File: config.mk
export PLATFORM = sky130hd
export DESIGN_NAME = axis_pkt_arb_mux
export DESIGN_NICKNAME = d
export VERILOG_FILES = /design/src/rtl/axis_arb_pkg.sv /design/src/rtl/axis_rr_arbiter.sv /design/src/rtl/axis_pkt_arb_mux.sv
export SDC_FILE = /design/constraint.sdc
export NUM_CORES = 1
export LEC_CHECK = 0
export CAP_MARGIN = 0
export CORE_MARGIN = 1
export CORE_UTILIZATION = 30
export CTS_BUF_LIST = sky130_fd_sc_hd__clkbuf_8
export DETAILED_ROUTE_END_ITERATION = 12
export GPL_TIMING_DRIVEN = 0
export PLACE_DENSITY = 0.82
export SETUP_SLACK_MARGIN = 0.05
export SLEW_MARGIN = 20
export SYNTH_ARGS = -nofsm -noshare
export SYNTH_HDL_FRONTEND = slang
export SYNTH_SLANG_ARGS = --single-unit
File: constraint.sdc
create_clock -name clk -period 1.52 [get_ports clk]
set_input_delay 0.152 -clock clk [delete_from_list [all_inputs] [get_ports clk]]
set_output_delay 0.152 -clock clk [all_outputs]
set_load 0.01 [all_outputs]
File: src/rtl/axis_arb_pkg.sv
// ============================================================================
// Module   : axis_arb_pkg
// Brief    : Shared FSM state type and width helper for the packet arbiter mux.
// Revision : 1.0  initial release
// ============================================================================
`default_nettype none

package axis_arb_pkg;

    typedef enum logic [0:0] {
        ST_IDLE   = 1'b0,
        ST_LOCKED = 1'b1
    } arb_state_t;

    // Index width that never collapses to zero, so ports stay legal for any NUM_CH.
    function automatic int clog2_min1(input int n);
        int w;
        w = $clog2(n);
        return (w < 1) ? 1 : w;
    endfunction

endpackage

`default_nettype wire

File: src/rtl/axis_rr_arbiter.sv
// ============================================================================
// Module   : axis_rr_arbiter
// Brief    : Combinational rotate-priority encoder; the first request at or
//            after ptr (ascending, modulo NUM_CH) wins.
// Revision : 1.0  initial release
// ============================================================================
`default_nettype none

module axis_rr_arbiter
    import axis_arb_pkg::*;
#(
    parameter int NUM_CH = 4,
    parameter int CH_W   = clog2_min1(NUM_CH)
) (
    input  logic [NUM_CH-1:0] req,
    input  logic [CH_W-1:0]   ptr,
    output logic              gnt_valid,
    output logic [CH_W-1:0]   gnt_id
);

    logic [NUM_CH-1:0] w_rot;
    logic [CH_W:0]     w_sum;

    always_comb begin
        // Bit k of w_rot is the request of channel (ptr + k) mod NUM_CH.
        w_rot     = NUM_CH'({req, req} >> ptr);
        gnt_valid = |w_rot;
        w_sum     = '0;
        for (int k = NUM_CH - 1; k >= 0; k--) begin
            if (w_rot[k]) begin
                w_sum = {1'b0, ptr} + (CH_W+1)'(k);
            end
        end
        if (w_sum >= (CH_W+1)'(NUM_CH)) begin
            w_sum = w_sum - (CH_W+1)'(NUM_CH);
        end
        gnt_id = w_sum[CH_W-1:0];
    end

endmodule

`default_nettype wire

File: src/rtl/axis_pkt_arb_mux.sv
// ============================================================================
// Module   : axis_pkt_arb_mux
// Brief    : N-to-1 stream mux with packet-level locking and registered output.
//            Define AXIS_ARB_RR_EN for round-robin; otherwise sel chooses.
// Revision : 1.0  initial release
// ============================================================================
`default_nettype none

module axis_pkt_arb_mux
    import axis_arb_pkg::*;
#(
    parameter int NUM_CH = 4,
    parameter int DATA_W = 8,
    parameter int CH_W   = clog2_min1(NUM_CH)
) (
    input  logic                     clk,
    input  logic                     reset,
    input  logic [CH_W-1:0]          sel,
    input  logic [NUM_CH*DATA_W-1:0] s_data,
    input  logic [NUM_CH-1:0]        s_valid,
    input  logic [NUM_CH-1:0]        s_last,
    output logic [NUM_CH-1:0]        s_ready,
    output logic [DATA_W-1:0]        m_data,
    output logic                     m_valid,
    output logic                     m_last,
    input  logic                     m_ready,
    output logic [CH_W-1:0]          grant_id,
    output logic                     busy
);

    // Zero-padded request vectors let any CH_W-bit index be used safely.
    localparam int PAD_W = 1 << CH_W;

    arb_state_t        r_state;
    arb_state_t        w_next_state;
    logic [CH_W-1:0]   r_grant_id;
    logic [DATA_W-1:0] r_m_data;
    logic              r_m_valid;
    logic              r_m_last;

    logic [PAD_W-1:0]  w_valid_pad;
    logic [PAD_W-1:0]  w_last_pad;
    logic              w_win_valid;
    logic [CH_W-1:0]   w_win_id;
    logic              w_out_free;
    logic              w_slave_xfer;
    logic              w_beat_last;
    logic [DATA_W-1:0] w_beat_data;

    assign w_valid_pad = PAD_W'(s_valid);
    assign w_last_pad  = PAD_W'(s_last);

`ifdef AXIS_ARB_RR_EN
    logic [CH_W-1:0] r_rr_ptr;
    logic            w_unused_sel;

    assign w_unused_sel = ^sel;

    axis_rr_arbiter #(
        .NUM_CH (NUM_CH),
        .CH_W   (CH_W)
    ) u_rr_arbiter (
        .req       (s_valid),
        .ptr       (r_rr_ptr),
        .gnt_valid (w_win_valid),
        .gnt_id    (w_win_id)
    );

    always_ff @(posedge clk) begin
        if (reset) begin
            r_rr_ptr <= '0;
        end else if (r_state == ST_IDLE && w_win_valid) begin
            r_rr_ptr <= (w_win_id == CH_W'(NUM_CH - 1)) ? '0 : w_win_id + CH_W'(1);
        end
    end
`else
    // Out-of-range sel lands on a padding zero and therefore never grants.
    assign w_win_valid = w_valid_pad[sel];
    assign w_win_id    = sel;
`endif

    assign w_out_free   = !r_m_valid || m_ready;
    assign w_slave_xfer = (r_state == ST_LOCKED) && w_out_free && w_valid_pad[r_grant_id];
    assign w_beat_last  = w_last_pad[r_grant_id];

    always_comb begin
        w_beat_data = '0;
        for (int i = 0; i < NUM_CH; i++) begin
            if (r_grant_id == CH_W'(i)) begin
                w_beat_data = s_data[i*DATA_W +: DATA_W];
            end
        end
    end

    always_ff @(posedge clk) begin
        if (reset) begin
            r_state <= ST_IDLE;
        end else begin
            r_state <= w_next_state;
        end
    end

    always_comb begin
        w_next_state = r_state;
        case (r_state)
            ST_IDLE:   if (w_win_valid) w_next_state = ST_LOCKED;
            ST_LOCKED: if (w_slave_xfer && w_beat_last) w_next_state = ST_IDLE;
            default:   w_next_state = ST_IDLE;
        endcase
    end

    always_comb begin
        s_ready = '0;
        if (r_state == ST_LOCKED && w_out_free) begin
            s_ready = NUM_CH'(1) << r_grant_id;
        end
        busy = (r_state == ST_LOCKED);
    end

    // grant_id reads 0 whenever the FSM is idle.
    always_ff @(posedge clk) begin
        if (reset) begin
            r_grant_id <= '0;
        end else if (r_state == ST_IDLE && w_win_valid) begin
            r_grant_id <= w_win_id;
        end else if (r_state == ST_LOCKED && w_next_state == ST_IDLE) begin
            r_grant_id <= '0;
        end
    end

    always_ff @(posedge clk) begin
        if (reset) begin
            r_m_data  <= '0;
            r_m_valid <= 1'b0;
            r_m_last  <= 1'b0;
        end else if (w_slave_xfer) begin
            r_m_data  <= w_beat_data;
            r_m_last  <= w_beat_last;
            r_m_valid <= 1'b1;
        end else if (r_m_valid && m_ready) begin
            r_m_valid <= 1'b0;
        end
    end

    assign m_data   = r_m_data;
    assign m_valid  = r_m_valid;
    assign m_last   = r_m_last;
    assign grant_id = r_grant_id;

endmodule

`default_nettype wire
---- Word level (Yosys, flattened, before mapping) ----
Index checks and enable logic that the tools add are counted.
cells by class
  div/mod/pow operators ................... 0
  equality and inequality tests ........... 3
  multipliers ............................. 0
  multiplexer cells ....................... 18
  bitwise logic cells ..................... 2
  magnitude comparators ................... 2
  reduce and logical (&&, ||, !) cells .... 11
  add/sub/neg operators ................... 0
  shifts and indexed selects .............. 1
operators with widths
  kind                 number
  $mux 8               4
  $mux 1               7
  $bmux 1 s2           3
  $logic_and 1x1->1    6
  $lt 2x3->1 const B   2
  $eq 2x2->1 const B   2
  $mux 2               2
  $mux 4               1
  $reduce_bool 2->1    2
  $shl 1x2->4 const A  1
  $eq 2x1->1 const B   1
  $logic_not 2->1      1
  $not 1->1            2
  $pmux 1 s2           1
  $logic_not 1->1      1
  $logic_or 1x1->1     1
word-level totals
  register bits after elaboration ......... 13
  RAM bits ................................ 0
  memories kept ........................... 0
  latch bits .............................. 0
  memory bits (read-only) ................. 0
  word-level logic and storage cells ...... 42

---- Longest topological paths before layout ----
Gate-level depths: netlist of run 1.
  depth in word-level cells ............... 11
  mapped depth ............................ 5

---- Least setup slack after synthesis of run 1 ----
OpenSTA, ideal clock, no wires.
  path type ............................... register to register
  start ................................... register r_grant_id[0] (netlist: grant_id[0])
  end ..................................... register r_m_last (netlist: m_last)
  data arrival time ....................... 1.478 ns
  setup time .............................. 0.115 ns
  cell stages (with the launch flop) ...... 5
  data required time ...................... 1.405 ns
  path buffers ............................ 1
  setup slack ............................. -0.073 ns
  period minus slack after synthesis ...... 1.593 ns
  path through ............................ dfxtp_1 > mux4_2 > buf_6 > and4_4 > o21a_1
on the way
  longest elaborated chain between the ends .. 3
  elaborated cells on any way between the ends .. 5
ends and longest elaborated chain
  item                          line                     text
  start, declared               axis_pkt_arb_mux.sv:36   logic [CH_W-1:0] r_grant_id;
  start signal, assigned        axis_pkt_arb_mux.sv:125  r_grant_id <= w_win_id;
  $bmux 1 s2                    axis_pkt_arb_mux.sv:83   assign w_slave_xfer = (r_state == ST_LOCKED) && w_out_free && w_valid_pad[r_grant_id];
  $mux 1 (not written as such)  axis_pkt_arb_mux.sv:83
  $logic_and 1x1->1             axis_pkt_arb_mux.sv:83
  end signal, assigned          axis_pkt_arb_mux.sv:138  r_m_last <= w_beat_last;
  end, declared                 axis_pkt_arb_mux.sv:39   logic r_m_last;
Parallel ways exist; a longest one is shown, timed or not. The select of a mux whose other input is x is not followed.
A chain may end at the register's enable or synchronous reset.

---- Worst setup path after layout of run 1 ----
Ends and elaborated chain as after synthesis.

==> results of run 1 <==
-- metrics by stage --
stage / util [%] / std cells
6_report: 60.4 / 192
5_1_grt: 60.4 / 192
4_1_cts: 59.2 / 192
3_5_place_dp: 55.7 / 183
3_3_place_gp: 55.7 / 183
2_1_floorplan: - / 91
-- layer usage --
| metal | global-route usage [%] | part of all wire, % | vias up |
|---|---|---|---|
| met5 | 0 | 0 | - |
| met4 | 9.41 | 1.9 | 0 |
| met3 | 1.13 | 8.4 | 4 |
| met2 | 28.4 | 50 | 67 |
| met1 | 22.4 | 39 | 482 |
| li1 | - | - | 485 |
-- state kept, by name (all words and copies together) (netlist names) --
signal,flops
m_data,8
busy,1
grant_id,2
m_last,1
m_valid,1
-- path summary, 6_finish.rpt --
check | to | start | slack (ns) | cells past startpoint
worst max-delay path | m_last$_SDFFE_PP0P_ | grant_id[0]$_SDFFE_PP0P_ | -0.01 | 4
worst min-delay path | grant_id[0]$_SDFFE_PP0P_ | sel[0] | 0.36 | 3
worst max register to register | m_last$_SDFFE_PP0P_ | grant_id[0]$_SDFFE_PP0P_ | -0.01 | 4
worst min register to register | m_data[0]$_SDFFE_PP0P_ | m_data[0]$_SDFFE_PP0P_ | 0.54 | 3
-- cell families after synthesis --
| logic type | Yosys count |
|---|---|
| AND/OR/NAND/NOR | 19 |
| AO/OA/AOI/OAI | 24 |
| flip-flops | 13 |
| buffers and inverters | 24 |
| multiplexers | 11 |
-- layout make-up --
cell class              count  share of cell area (%)
well taps                  31                    2.29
clock inverters             1                   0.222
multi-input cells          54                    34.0
flip-flops and latches     13                    15.7
inverters                  15                    3.32
repair buffers             66                    36.9
plain buffers               9                    5.10
clock buffers               3                    2.44
-- worst register-to-register path, delay by kind of cell (launching register included) --
kind	cells	cell delay, ns
compound gates	1	0.19
buf+inv	1	0.16
flops	1	0.36
mux	1	0.53
simple gates	1	0.18
-- what timing repair did --
item,4_1_cts,5_1_grt
pin swaps,7,8
setup endpoints to repair,16,17
setup buffers,4,0
gates resized for setup,31,11
cloned,1,0
-- power groups by stage --
stage | registers, uW | clock network [uW] | logic [uW]
after floorplan | 420 | 0 | 238
after global placement | 408 | 0 | 474
after detailed placement | 411 | 0 | 485
after CTS | 403 | 297 | 521
after global routing | 407 | 322 | 585
final | 403 | 300 | 549
-- cells in the mapped netlist --
cell type  number
o31ai_2         1
a31o_1          8
nor3_1          2
buf_6           1
buf_2           1
a31oi_1         1
buf_8           1
mux4_2          9
nand2b_1        1
dfxtp_1        13
a21oi_1         9
nand4_1         8
nor2_1          2
nand2_1         2
nand3_1         3
inv_1          15
mux4_1          2
o21a_1          1
a211o_1         2
clkbuf_1        6
and4_4          1
o32ai_1         2
==> impl_results.md, run 1 <==
* Initial antenna violation count at 0
* Num rows at 19
* Endpoints failing setup at 2
* DP Wirelength at 2.04 mm
* Vias at 1038
* Status: finished, violations left
* Worst skew pair latency at around 0.24 ns
* Simple-Gate Fraction of Synth Area at a little under an eighth
* Max-slew headroom at 64.9%
* Fillers at 221
* Reg clk slew, reported paths at 0.05 ns
* Total Routed Length at 2.81 mm
* CP Class: register to register
* Iter 0 DRT Violations at 45
* Fin crit period at approximately 1.5 ns
* Int Power at 879 uW
* Crit path arrival time at 1.67 ns
* Core area at between 2000 and 3000 um^2
* Synth top area share at approximately 29%
* Placer Congestion at 0.868
* Fin. Hold Viols at 0
* Yosys top cell by area: dfxtp_1
* # nets final at 207
* Clock root buffer: clkbuf_8
* Area of the multi-input gates at 577 um^2
* Register area share after synthesis at 28.6%
* Syn Area/Cell at 10.0 um^2
* Max Cap Violations at 0
* Worst setup SP type: register
* Die area at between 3000 and 4000 um^2
* Slowest-stage cell, CP: mux4_2
* GRT Util Overall at 17.1%
* HP Class: primary input to register
* Main combinational cell family by area after synthesis: multiplexers
* WP data required at roughly 1.7 ns
* Fmax at 0.652 GHz
* Wire length per cell at 14.7 um
* Post-place setup slack at -0.652 ns
* Worst Clk Skew at ~0.0032 ns
* Unrepaired setup endpoints after global routing: yes
* Total net switching power at 374 uW
* DR DRC count at 4
* Port bufs at slightly above 60
* Post-synthesis cell count at 91
* Syn-to-layout area delta at 86.2%
* Area contributors post-synth: dfxtp_1 (29%), mux4_2 (22%), a31o_1 (7.7%)
* Height of the die at 57.1 um
* H-tree Lvls at 1
* Setup TNS at -0.0227 ns
* Io pins at 62
* Initial DRT Pass Iterations at 9
* Synthesized-area fraction occupied by adder cells at 0%
* Sequential share of power at 32.2%
* Netlist area before placement at 910 um^2
* Tcrit/Tclk final at 101%
* Max incr delay on CP at 0.53 ns
* Worst slew pin tran at 0.526 ns
* Leakage power at 0.000616 uW
* Finished Cell Area at 1690 um^2
* Clock Power Share at 24.0%
* Number of global-route vias before repair at 913
* Fraction of layout cells with a size suffix above 1 at 24.8%
* Failing checks: DRC, setup timing
* Multiplexer area fraction after synthesis at 28.1%
* Max-slew violation count at 0
* Hold_buf cts at 0
* Total power at 1250 uW
* Grt total ovfl at 0
* TritonCTS clock tree: done
* Post-Place Cell Area at 1560 um^2
* CP endpoint kind: register
* Commonest cells after routing, fill and taps aside: clkdlybuf4s50_1 (55), inv_1 (16), mux4_2 (11), dfxtp_1 (11)
* Synth Area in Compound Gates at 19.4%
* Worst Slack Setup Final at -0.0142 ns
* Clock Sinks at 13
* Synth Register Bits at 13
* Clock buffer depth at 2
* Comb power frac at 43.8%
* First-pass GRT wire length at 4.24 mm
* Antenna viol nets, final at 0
* Sw Ratio at 29.9%
* Reg area at 265 um^2
* Antenna Cells at 0
* Total CTS buffers at 3
* CP Max Fanout at 5
* Hold_ws at 0.363 ns
* Crit-path leading delay family: multiplexers
* Commonest non-fill, non-tap cell in the layout: clkdlybuf4s50_1
* Yosys Warn Count at 0
* Worst path cell trace: mux4_2 -> buf_6 -> and4_4 -> o21a_1
* Largest net degree at the start of global routing at 11
* Die Wd at about 57 um
* Max IR drop VDD at about 0.32 mV
* Syn_nets at 136
* CP bufs+invs at 1
* Library cells used by synthesis at 22
* Post-Synth XOR/XNOR Area at 0%
* PD cells at 740 nW/um^2
* Via density at around 5.4
* Initial Util at 32.4%
(Power assumes the default switching activity.)
==> inputs of run 2 (changes only) <==
--- a/config.mk
+++ b/config.mk
@@ -13,7 +13,6 @@
 export GPL_TIMING_DRIVEN = 0
 export PLACE_DENSITY = 0.82
 export SETUP_SLACK_MARGIN = 0.05
-export SLEW_MARGIN = 20
 export SYNTH_ARGS = -nofsm -noshare
 export SYNTH_HDL_FRONTEND = slang
 export SYNTH_SLANG_ARGS = --single-unit
==> results of run 2 <==
The final DEF is identical to that of run 1; final timing and power are the same.
==> inputs of run 3 (changes only) <==
--- a/config.mk
+++ b/config.mk
@@ -13,6 +13,7 @@
 export GPL_TIMING_DRIVEN = 0
 export PLACE_DENSITY = 0.82
 export SETUP_SLACK_MARGIN = 0.05
+export SLEW_MARGIN = 25
 export SYNTH_ARGS = -nofsm -noshare
 export SYNTH_HDL_FRONTEND = slang
 export SYNTH_SLANG_ARGS = --single-unit
==> results of run 3 <==
The final DEF is identical to that of run 1; final timing and power are the same.
